==> src/rtl/sd_cmd_sequencer.sv <==
// Queued SD command issuer: register-bus command FIFO feeding a start/finish handshake.
// Optional card-detect synchroniser enabled by defining SD_CMDSEQ_DETECT_EN.
module sd_cmd_sequencer #(
  parameter int QDEPTH = 4,
  parameter int RESP_W = 128,
  parameter int TMO_W  = 32
) (
  input  logic              msoc_clk,
  input  logic              rstn,
  input  logic              reg_en,
  input  logic              reg_we,
  input  logic [7:0]        reg_be,
  input  logic [6:0]        reg_addr,
  input  logic [63:0]       reg_wrdata,
  output logic [63:0]       reg_rddata,
  output logic [5:0]        cmd_index_o,
  output logic [2:0]        cmd_setting_o,
  output logic [2:0]        data_start_o,
  output logic [31:0]       cmd_arg_o,
  output logic              start_o,
  input  logic              finish_i,
  input  logic [RESP_W-1:0] resp_i,
  input  logic              crc_ok_i,
  input  logic              index_ok_i,
  input  logic              sd_detect,
  output logic              irq
);
  localparam int PW = $clog2(QDEPTH);
  localparam int CW = PW + 1;

  typedef struct packed {
    logic [31:0] arg;
    logic [2:0]  dstart;
    logic [2:0]  setting;
    logic [5:0]  index;
  } cmd_t;

  typedef enum logic [1:0] {S_IDLE, S_ISSUE, S_RELEASE, S_HALT} state_t;

  state_t            state_q;
  cmd_t              fifo_q [QDEPTH];
  cmd_t              push_cmd;
  logic [PW-1:0]     wptr_q, rptr_q;
  logic [CW-1:0]     cnt_q;
  logic [TMO_W-1:0]  tmo_q, tmo_cnt_q;
  logic [RESP_W-1:0] resp_q;
  logic [127:0]      resp_ext;
  logic              crc_q, idx_q, fail_q, halt_q, flush_q;
  logic [4:0]        irq_stat_q, irq_stat_d, irq_en_q, set_v;
  logic [63:0]       rdata_d;
  logic [3:0]        sel;
  logic              wr, rd, wr_push, wr_stat, wr_en, wr_tmo, wr_ctrl;
  logic              full, empty, pop, push_ok, ovf_set, done_set, err_set, tmo_hit;
  logic              det_set, det_lvl;

  assign sel     = reg_addr[6:3];
  assign wr      = reg_en & reg_we & (|reg_be);
  assign rd      = reg_en & ~reg_we;
  assign wr_push = wr && (sel == 4'd0);
  assign wr_stat = wr && (sel == 4'd2);
  assign wr_en   = wr && (sel == 4'd3);
  assign wr_tmo  = wr && (sel == 4'd6);
  assign wr_ctrl = wr && (sel == 4'd7);

  assign push_cmd = '{arg: reg_wrdata[63:32], dstart: reg_wrdata[11:9],
                      setting: reg_wrdata[8:6], index: reg_wrdata[5:0]};

  // A pending flush owns the FIFO for its cycle: no pop, and pushes are dropped silently.
  assign full    = (cnt_q == CW'(QDEPTH));
  assign empty   = (cnt_q == '0);
  assign pop     = (state_q == S_IDLE) && !empty && !flush_q;
  assign push_ok = wr_push && !flush_q && (!full || pop);
  assign ovf_set = wr_push && !flush_q && full && !pop;

  assign done_set = (state_q == S_ISSUE) && finish_i;
  assign err_set  = done_set && !(crc_ok_i && index_ok_i);
  assign tmo_hit  = (state_q == S_ISSUE) && !finish_i && (tmo_q != '0) && (tmo_cnt_q == tmo_q);

  always_ff @(posedge msoc_clk) begin
    if (push_ok) fifo_q[wptr_q] <= push_cmd;
  end

  always_ff @(posedge msoc_clk or negedge rstn) begin
    if (!rstn) begin
      wptr_q <= '0;
      rptr_q <= '0;
      cnt_q  <= '0;
    end else if (flush_q) begin
      wptr_q <= '0;
      rptr_q <= '0;
      cnt_q  <= '0;
    end else begin
      if (push_ok) wptr_q <= wptr_q + 1'b1;
      if (pop)     rptr_q <= rptr_q + 1'b1;
      cnt_q <= cnt_q + CW'(push_ok) - CW'(pop);
    end
  end

  always_ff @(posedge msoc_clk or negedge rstn) begin
    if (!rstn) begin
      state_q       <= S_IDLE;
      start_o       <= 1'b0;
      cmd_index_o   <= '0;
      cmd_setting_o <= '0;
      data_start_o  <= '0;
      cmd_arg_o     <= '0;
      tmo_cnt_q     <= '0;
      fail_q        <= 1'b0;
      resp_q        <= '0;
      crc_q         <= 1'b0;
      idx_q         <= 1'b0;
    end else begin
      case (state_q)
        S_IDLE: if (pop) begin
          cmd_index_o   <= fifo_q[rptr_q].index;
          cmd_setting_o <= fifo_q[rptr_q].setting;
          data_start_o  <= fifo_q[rptr_q].dstart;
          cmd_arg_o     <= fifo_q[rptr_q].arg;
          tmo_cnt_q     <= '0;
          fail_q        <= 1'b0;
          start_o       <= 1'b1;
          state_q       <= S_ISSUE;
        end
        S_ISSUE: begin
          if (finish_i) begin
            resp_q  <= resp_i;
            crc_q   <= crc_ok_i;
            idx_q   <= index_ok_i;
            fail_q  <= !(crc_ok_i && index_ok_i);
            start_o <= 1'b0;
            state_q <= S_RELEASE;
          end else if (tmo_hit) begin
            fail_q  <= 1'b1;
            start_o <= 1'b0;
            state_q <= S_RELEASE;
          end else begin
            tmo_cnt_q <= tmo_cnt_q + 1'b1;
          end
        end
        S_RELEASE: if (!finish_i) state_q <= (fail_q && halt_q) ? S_HALT : S_IDLE;
        S_HALT:    if (flush_q || !halt_q) state_q <= S_IDLE;
        default:   state_q <= S_IDLE;
      endcase
    end
  end

  // Hardware set beats a same-cycle W1C.
  assign set_v      = {err_set, det_set, ovf_set, tmo_hit, done_set};
  assign irq_stat_d = (irq_stat_q & ~(wr_stat ? reg_wrdata[4:0] : 5'd0)) | set_v;

  always_ff @(posedge msoc_clk or negedge rstn) begin
    if (!rstn) begin
      irq_stat_q <= '0;
      irq_en_q   <= '0;
      tmo_q      <= '0;
      halt_q     <= 1'b0;
      flush_q    <= 1'b0;
      irq        <= 1'b0;
    end else begin
      irq_stat_q <= irq_stat_d;
      if (wr_en)   irq_en_q <= reg_wrdata[4:0];
      if (wr_tmo)  tmo_q    <= reg_wrdata[TMO_W-1:0];
      if (wr_ctrl) halt_q   <= reg_wrdata[1];
      flush_q <= wr_ctrl & reg_wrdata[0];
      irq     <= |(irq_stat_q & irq_en_q);
    end
  end

`ifdef SD_CMDSEQ_DETECT_EN
  logic det_s1_q, det_s2_q, det_h_q;
  logic unused_bits;
  assign unused_bits = ^{reg_addr[2:0], reg_wrdata};

  always_ff @(posedge msoc_clk or negedge rstn) begin
    if (!rstn) {det_h_q, det_s2_q, det_s1_q} <= 3'b000;
    else       {det_h_q, det_s2_q, det_s1_q} <= {det_s2_q, det_s1_q, sd_detect};
  end

  assign det_set = det_s2_q ^ det_h_q;
  assign det_lvl = det_s2_q;
`else
  logic unused_bits;
  assign unused_bits = ^{reg_addr[2:0], reg_wrdata, sd_detect};
  assign det_set = 1'b0;
  assign det_lvl = 1'b0;
`endif

  assign resp_ext = 128'(resp_q);

  always_comb begin
    rdata_d = 64'hDEADBEEF;
    case (sel)
      4'd0: rdata_d = 64'h0;
      4'd1: rdata_d = {45'd0, det_lvl, idx_q, crc_q, 8'(cnt_q), 4'd0,
                       state_q == S_HALT, full, empty, state_q != S_IDLE};
      4'd2: rdata_d = {59'd0, irq_stat_q};
      4'd3: rdata_d = {59'd0, irq_en_q};
      4'd4: rdata_d = resp_ext[63:0];
      4'd5: rdata_d = resp_ext[127:64];
      4'd6: rdata_d = 64'(tmo_q);
      4'd7: rdata_d = {62'd0, halt_q, 1'b0};
      default: rdata_d = 64'hDEADBEEF;
    endcase
  end

  always_ff @(posedge msoc_clk or negedge rstn) begin
    if (!rstn)   reg_rddata <= '0;
    else if (rd) reg_rddata <= rdata_d;
  end
endmodule

==> config.mk <==
export PLATFORM = sky130hd
export DESIGN_NAME = sd_cmd_sequencer
export DESIGN_NICKNAME = d
export VERILOG_FILES = /design/src/rtl/sd_cmd_sequencer.sv
export SDC_FILE = /design/constraint.sdc
export NUM_CORES = 1
export LEC_CHECK = 0
export BUFFER_PORTS_ARGS = -buffer_cell sky130_fd_sc_hd__buf_2
export CORE_MARGIN = 5
export CORE_UTILIZATION = 35
export CTS_BUF_LIST = sky130_fd_sc_hd__clkbuf_4
export CTS_CLUSTER_DIAMETER = 40
export DETAILED_ROUTE_END_ITERATION = 8
export PLACE_DENSITY_LB_ADDON = 0.05
export REMOVE_ABC_BUFFERS = 1
export SYNTH_ARGS = -nofsm -noshare
export SYNTH_HDL_FRONTEND = slang
export SYNTH_SLANG_ARGS = --single-unit
==> constraint.sdc <==
create_clock -name msoc_clk -period 5.34 [get_ports msoc_clk]
set_input_delay 0.534 -clock msoc_clk [delete_from_list [all_inputs] [get_ports msoc_clk]]
set_output_delay 0.534 -clock msoc_clk [all_outputs]
set_load 0.02 [all_outputs]
Word level (Yosys, flattened, before mapping)
Memory sizes are Yosys's and may differ from the RTL's. A register that Yosys moved wholly into a read port is not among the register bits.
Cells that the tools add are included.

storage, ports and cells
  register bits after elaboration = 282
  RAM bits = 176
  input bits = 215
  output and inout bits = 110
  word-level logic and storage cells = 121
  memories kept = 1

memories
  memory  depth  width  read ports  clocked after memory_dff  wr ports  line  RTL
  fifo_q  4      44     1           1                         1         41    cmd_t fifo_q [QDEPTH];

cells by class
  $add $sub $neg = 5
  eq/ne operators = 18
  multiplexer cells = 28
  bitwise logic cells = 9
  reduce and logical (&&, ||, !) cells = 43

operator list
  cell                     number
  $pmux W64 S8             1
  $mux W32                 3
  $pmux W32 S2             1
  $add A32 B1 Y32 const B  1
  $eq A32 B32 Y1           1
  $reduce_bool A32 Y1      1
  $mux W2                  10
  $logic_and A1 B1 Y1      18
  $eq A4 B3 Y1 const B     4
  $and A5 B5 Y5            2
  $ne A2 B2 Y1 const B     5
  $eq A4 B2 Y1 const B     2
  $logic_not A1 Y1         8
  $mux W1                  8
  $pmux W2 S4              1
  $reduce_and A4 Y1        2
  $reduce_bool A2 Y1       4
  $reduce_or A8 Y1         1
  $mux W5                  1
  $not A5 Y5               1
  $or A5 B5 Y5             1
  $reduce_or A5 Y1         1
  $add A2 B1 Y2 const B    2
  $and A1 B1 Y1            4
  16 further kinds         20

Longest topological paths before layout
  word-level depth = 9
  mapped depth = 14
  mapped depth without buffers = 13

Worst setup path before layout
OpenSTA, ideal clock, no wires.

  path kind = reg-to-reg
  start = register flush_q
  end = register cnt_q[2]
  library setup time = 0.130 ns
  data arrival time = 3.063 ns
  data required time = 5.210 ns
  path slack = 2.147 ns
  cell stages (with the launch flop) = 15
  path buffers = 4
  period minus slack after synthesis = 3.193 ns
  cell sequence = dfrtp_1 > clkbuf_1 > or4_2 > clkbuf_1 > inv_1 > buf_2 > clkbuf_1 > ha_1 > inv_1 > ha_1 > inv_1 > fa_1 > xor2_1 > xnor2_1 > nor2_1

between the ends
  word-level cells in the longest chain between the ends = 7
  elaborated cells between the ends (all ways) = 8
  those cells by class = add/sub (2); mux (1); reduce/logical (5)

ends and longest elaborated chain
  element                 line    RTL
  from (decl)             48      logic crc_q, idx_q, fail_q, halt_q, flush_q;
  from (signal assigned)  164     flush_q <= wr_ctrl & reg_wrdata[0];
  $logic_not A1 Y1        71, 72
  $logic_and A1 B1 Y1     71      assign pop = (state_q == S_IDLE) && !empty && !flush_q;
  $logic_or A1 B1 Y1      72      assign push_ok = wr_push && !flush_q && (!full || pop);
  $logic_and A1 B1 Y1     72
  $add A3 B1 Y3           95      cnt_q <= cnt_q + CW'(push_ok) - CW'(pop);
  $sub A3 B1 Y3           95
  $mux W3 *               88      end else if (flush_q) begin
  to (signal assigned)    95
  to (decl)               44      logic [CW-1:0] cnt_q;

Mark *: on every way between the ends. The rest lies on a longest branch, timed or not.
A chain may end at the register's enable or synchronous reset.

Worst setup path after layout
  start = register cnt_q[1]
  end = register cnt_q[2]

between the ends
  word-level cells in the longest chain between the ends = 9
  elaborated cells between the ends (all ways) = 11
  those cells by class = add/sub (2); eq/ne (1); mux (1); reduce/logical (7)

ends and longest elaborated chain
  element                            line  RTL
  $logic_not A3 Y1                   70    assign empty = (cnt_q == '0);
  $logic_not A1 Y1                   71
  $logic_and A1 B1 Y1 (2 in series)  71
  $logic_or A1 B1 Y1                 72
  $logic_and A1 B1 Y1                72
  $add A3 B1 Y3                      95
  $sub A3 B1 Y3 *                    95
  $mux W3 *                          88

Marked as above.

==> results.py <==
metrics = {
    "worst_setup_path": {
        "worst_ep_required_time_ps": 6110,
        "start_kind": "flop",
        "rr_worst_depth": 12,
        "crit_type": "reg -> reg",
        "cp-end-kind": "flop",
        "arrival_ps": 3880,
        "worstPathMaxFanout": 54,
    },
    "sta": {
        "slew_viol_final": 0,
        "skew_ps": 43.4,
        "slew_headroom_pct": 24.8,
        "period_share_pct": 58.3,
        "rsz0062_at_grt": "false",
        "finalSetupViolations": 0,
        "max_clock_freq_mhz": 321,
        "final_hold_viol_count": 0,
        "min_period_ps": 3110,
        "worst_slack_ps": 2230,
        "finalSetupTns_ps": 0,
        "tightest_slew_ps": 1130,
    },
    "synth": {
        "synth_compound_area_share_pct": 6.54,
        "synth_area_leaders": "dfrtp_1 39%, edfxtp_1 26%, nand2_1 10%",
        "synth_ff_type": "dfrtp_1",
        "yosys.area.top_type": "dfrtp_1",
        "synth-seq-area-share_pct": 65.0,
        "synth_cell_types": 62,
        "synth_top_family_by_area": "simple AND/OR/NAND/NOR gates",
        "async_reset_ff_share_pct": 64.9,
        "yosysTopAreaCellShare_pct": 39.4,
        "synth_most_common_cell": "nand2_1",
        "synth_area_sq_um": 20700,
        "synth-edff-count": 176,
        "synthSimpleGateAreaFrac_pct": 16.8,
        "ys_seq_elements": 502,
        "ys_warn_count": 0,
        "synthesis.instances": 1766,
        "synthTopCellsByCount": "562 x nand2_1, 326 x dfrtp_1, 176 x edfxtp_1",
        "avgSynthCellArea_sq_um": 11.7,
        "yosys.area_share.xor_xnor_pct": 1.52,
        "synth_fa_ha_area_share_pct": 0.520,
        "synthMuxAreaShare_pct": 7.35,
    },
    "clocking": {
        "numClockSinks": 502,
        "cts-root-buf": "clkbuf_4",
        "post-cts-setup-buffers": 0,
        "clock_path_buffers": 3,
        "post_cts_resized": 0,
        "cts.reportedPaths.clkPinSlew_ps": 70,
        "numCtsBuffers": 147,
        "htree_levels": 4,
        "cts_tree": "yes",
        "insertion_delay_ps": 910,
    },
    "detailed_routing": {
        "drtIter0Drc": 660,
        "drt-wirelength-per-cell_um": 19.0,
        "via_per_inst": 4.88,
        "drc": 0,
        "dr_total_vias": 15800,
        "drt-total-wl_um": 61700,
        "firstDrtPassIters": 6,
        "ant_nets": 0,
    },
    "outcome": {
        "status": "complete, no violations",
    },
    "layout": {
        "drive_gt1_share_pct": 27.8,
        "final_nets": 2582,
        "area_growth_pct": 30.5,
    },
    "grt": {
        "grt.overflow.total": 0,
        "grt_pass1_vias": 16900,
        "grt_usage_pct": 19.5,
        "grt_pass1_wl_um": 96800,
        "antenna_found_initial": 13,
        "grt_start_max_net_pins": 112,
    },
    "die": {
        "dieArea_sq_um": 64000,
        "ioPinCount": 325,
        "fp-row-count": 89,
        "start_util_pct": 35.2,
        "die_h_um": 253,
        "die_x_um": 253,
        "core_sq_um": 58800,
    },
    "place": {
        "place_hpwl_um": 38300,
        "gp_congestion": 0.799,
        "port_buffers": 320,
        "place_ws_ps": 1700,
    },
    "power_and_ir_drop": {
        "power_mw": 12.2,
        "ir_drop_mv": 0.362,
        "p_per_area_nw_per_um2": 451,
        "p_leak_nw": 12.2,
    },
    "min_path": {
        "holdPathStages": 3,
        "hold_class": "in -> reg",
    },
    "job": {
        "drv_cap": 0,
    },
}
per-layer routing:
metal	GRT usage (%)	part of all wire, %
met2	31.0	47
met4	6.02	1.7
met3	6.52	6.8
met5	0	0.065
met1	25.4	44
cell usage in the layout, fill, tap and decap left out, types with 5 or more instances in the layout:
cell type and instances:
o211ai_1 5, a22o_1 8, mux2i_1 9, a221oi_1 34, buf_2 319, inv_2 6, mux4_2 44, nor2_1 112
nor4_1 18, clkbuf_4 209, clkinv_1 26, nand3_1 17, mux2_2 39, nand4_1 14, inv_1 9, nand2_1 562
and3_1 9, buf_4 24, o21ai_0 27, nor3_1 10, xor2_1 34, nand2b_1 8, edfxtp_1 176, diode_2 9
dlygate4sd3_1 200, a31oi_1 27, a21oi_1 46, ha_1 7, a22oi_1 27, or3_1 21, clkinv_2 8, dfrtp_1 324
or4_1 9
worst max-delay path, cell delays in order, from the launching register on:
cell and delay, ps:
dfrtp_1 480, nor3_2 370, or4_2 190, buf_4 590, inv_2 70, ha_1 310, inv_1 60, ha_1 130
inv_1 50, fa_1 370, xor2_1 160, xnor2_1 160, nor2_1 60
final timing paths:
check | startpoint | endpoint | slack [ps]
max | cnt_q[1]$_DFF_PN0_ | cnt_q[2]$_DFF_PN0_ | 2230
min | reg_addr[6] | reg_rddata[3]$_DFFE_PN0P_ | 210
max reg2reg | cnt_q[1]$_DFF_PN0_ | cnt_q[2]$_DFF_PN0_ | 2230
min reg2reg | cmd_arg_o[30]$_DFFE_PN0P_ | cmd_arg_o[30]$_DFFE_PN0P_ | 470
max in group asynchronous | rstn | resp_ext[23]$_DFFE_PN0P_ | 3870
min in group asynchronous | rstn | cmd_arg_o[22]$_DFFE_PN0P_ | 250
stage by stage:
| step | util, % | hold slack [ps] | cell area (sq um) | cells |
|---|---|---|---|---|
| floorplan | - | 238 | 20300 | 1664 |
| global placement | 39.3 | 453 | 23100 | 2783 |
| detailed placement | 39.3 | 457 | 23100 | 2783 |
| CTS | 45.9 | 64.7 | 27000 | 3240 |
| global route | 45.9 | 105 | 27000 | 3248 |
| finish | 45.9 | 214 | 27000 | 3249 |
cell type report:
cell class                      count  area [sq um]
Tap cell                          773           967
Clock buffer                      209          1570
Inverter                           10          37.5
Fill cell                        5701         31800
Clock inverter                     48           294
Sequential cell                   502         13400
Antenna cell                        9          22.5
Multi-Input combinational cell   1152          6820
Timing Repair Buffer              546          3830
kinds of logic (layout without fill, tap and decap cells):
logic type / after synthesis / in the layout
flops: 502 / 502
other cells: 0 / 9
mux: 92 / 92
fa+ha+maj: 8 / 8
simple gates: 818 / 818
xor+xnor: 36 / 36
compound gates: 198 / 198
buf+inv: 112 / 813
timing repair:
action / 4_1_cts / 5_1_grt
hold endpoints to repair: 458 / 0
endpoints found under the setup margin: 0 / 0
hold buffers: 200 / 0
power by group:
| group | internal (mW) | switching (mW) | leakage [nW] | total, mW |
|---|---|---|---|---|
| clock network | 1.95 | 1.66 | 1.11 | 3.60 |
| logic | 1.25 | 1.81 | 5.40 | 3.05 |
| registers | 4.81 | 0.691 | 5.64 | 5.50 |
| total | 8.01 | 4.15 | 12.2 | 12.2 |
state kept, by name (all words and copies together), names as in the netlist, 2 cells and up:
name / cells
fifo_q: 176
resp_ext: 128
reg_rddata: 64
cmd_arg_o: 32
tmo_cnt_q: 32
tmo_q: 32
cmd_index_o: 6
irq_en_q: 5
irq_stat_q: 5
cmd_setting_o: 3
cnt_q: 3
data_start_o: 3
rptr_q: 2
state_q: 2
wptr_q: 2
Power figures use the tool's default switching activity.
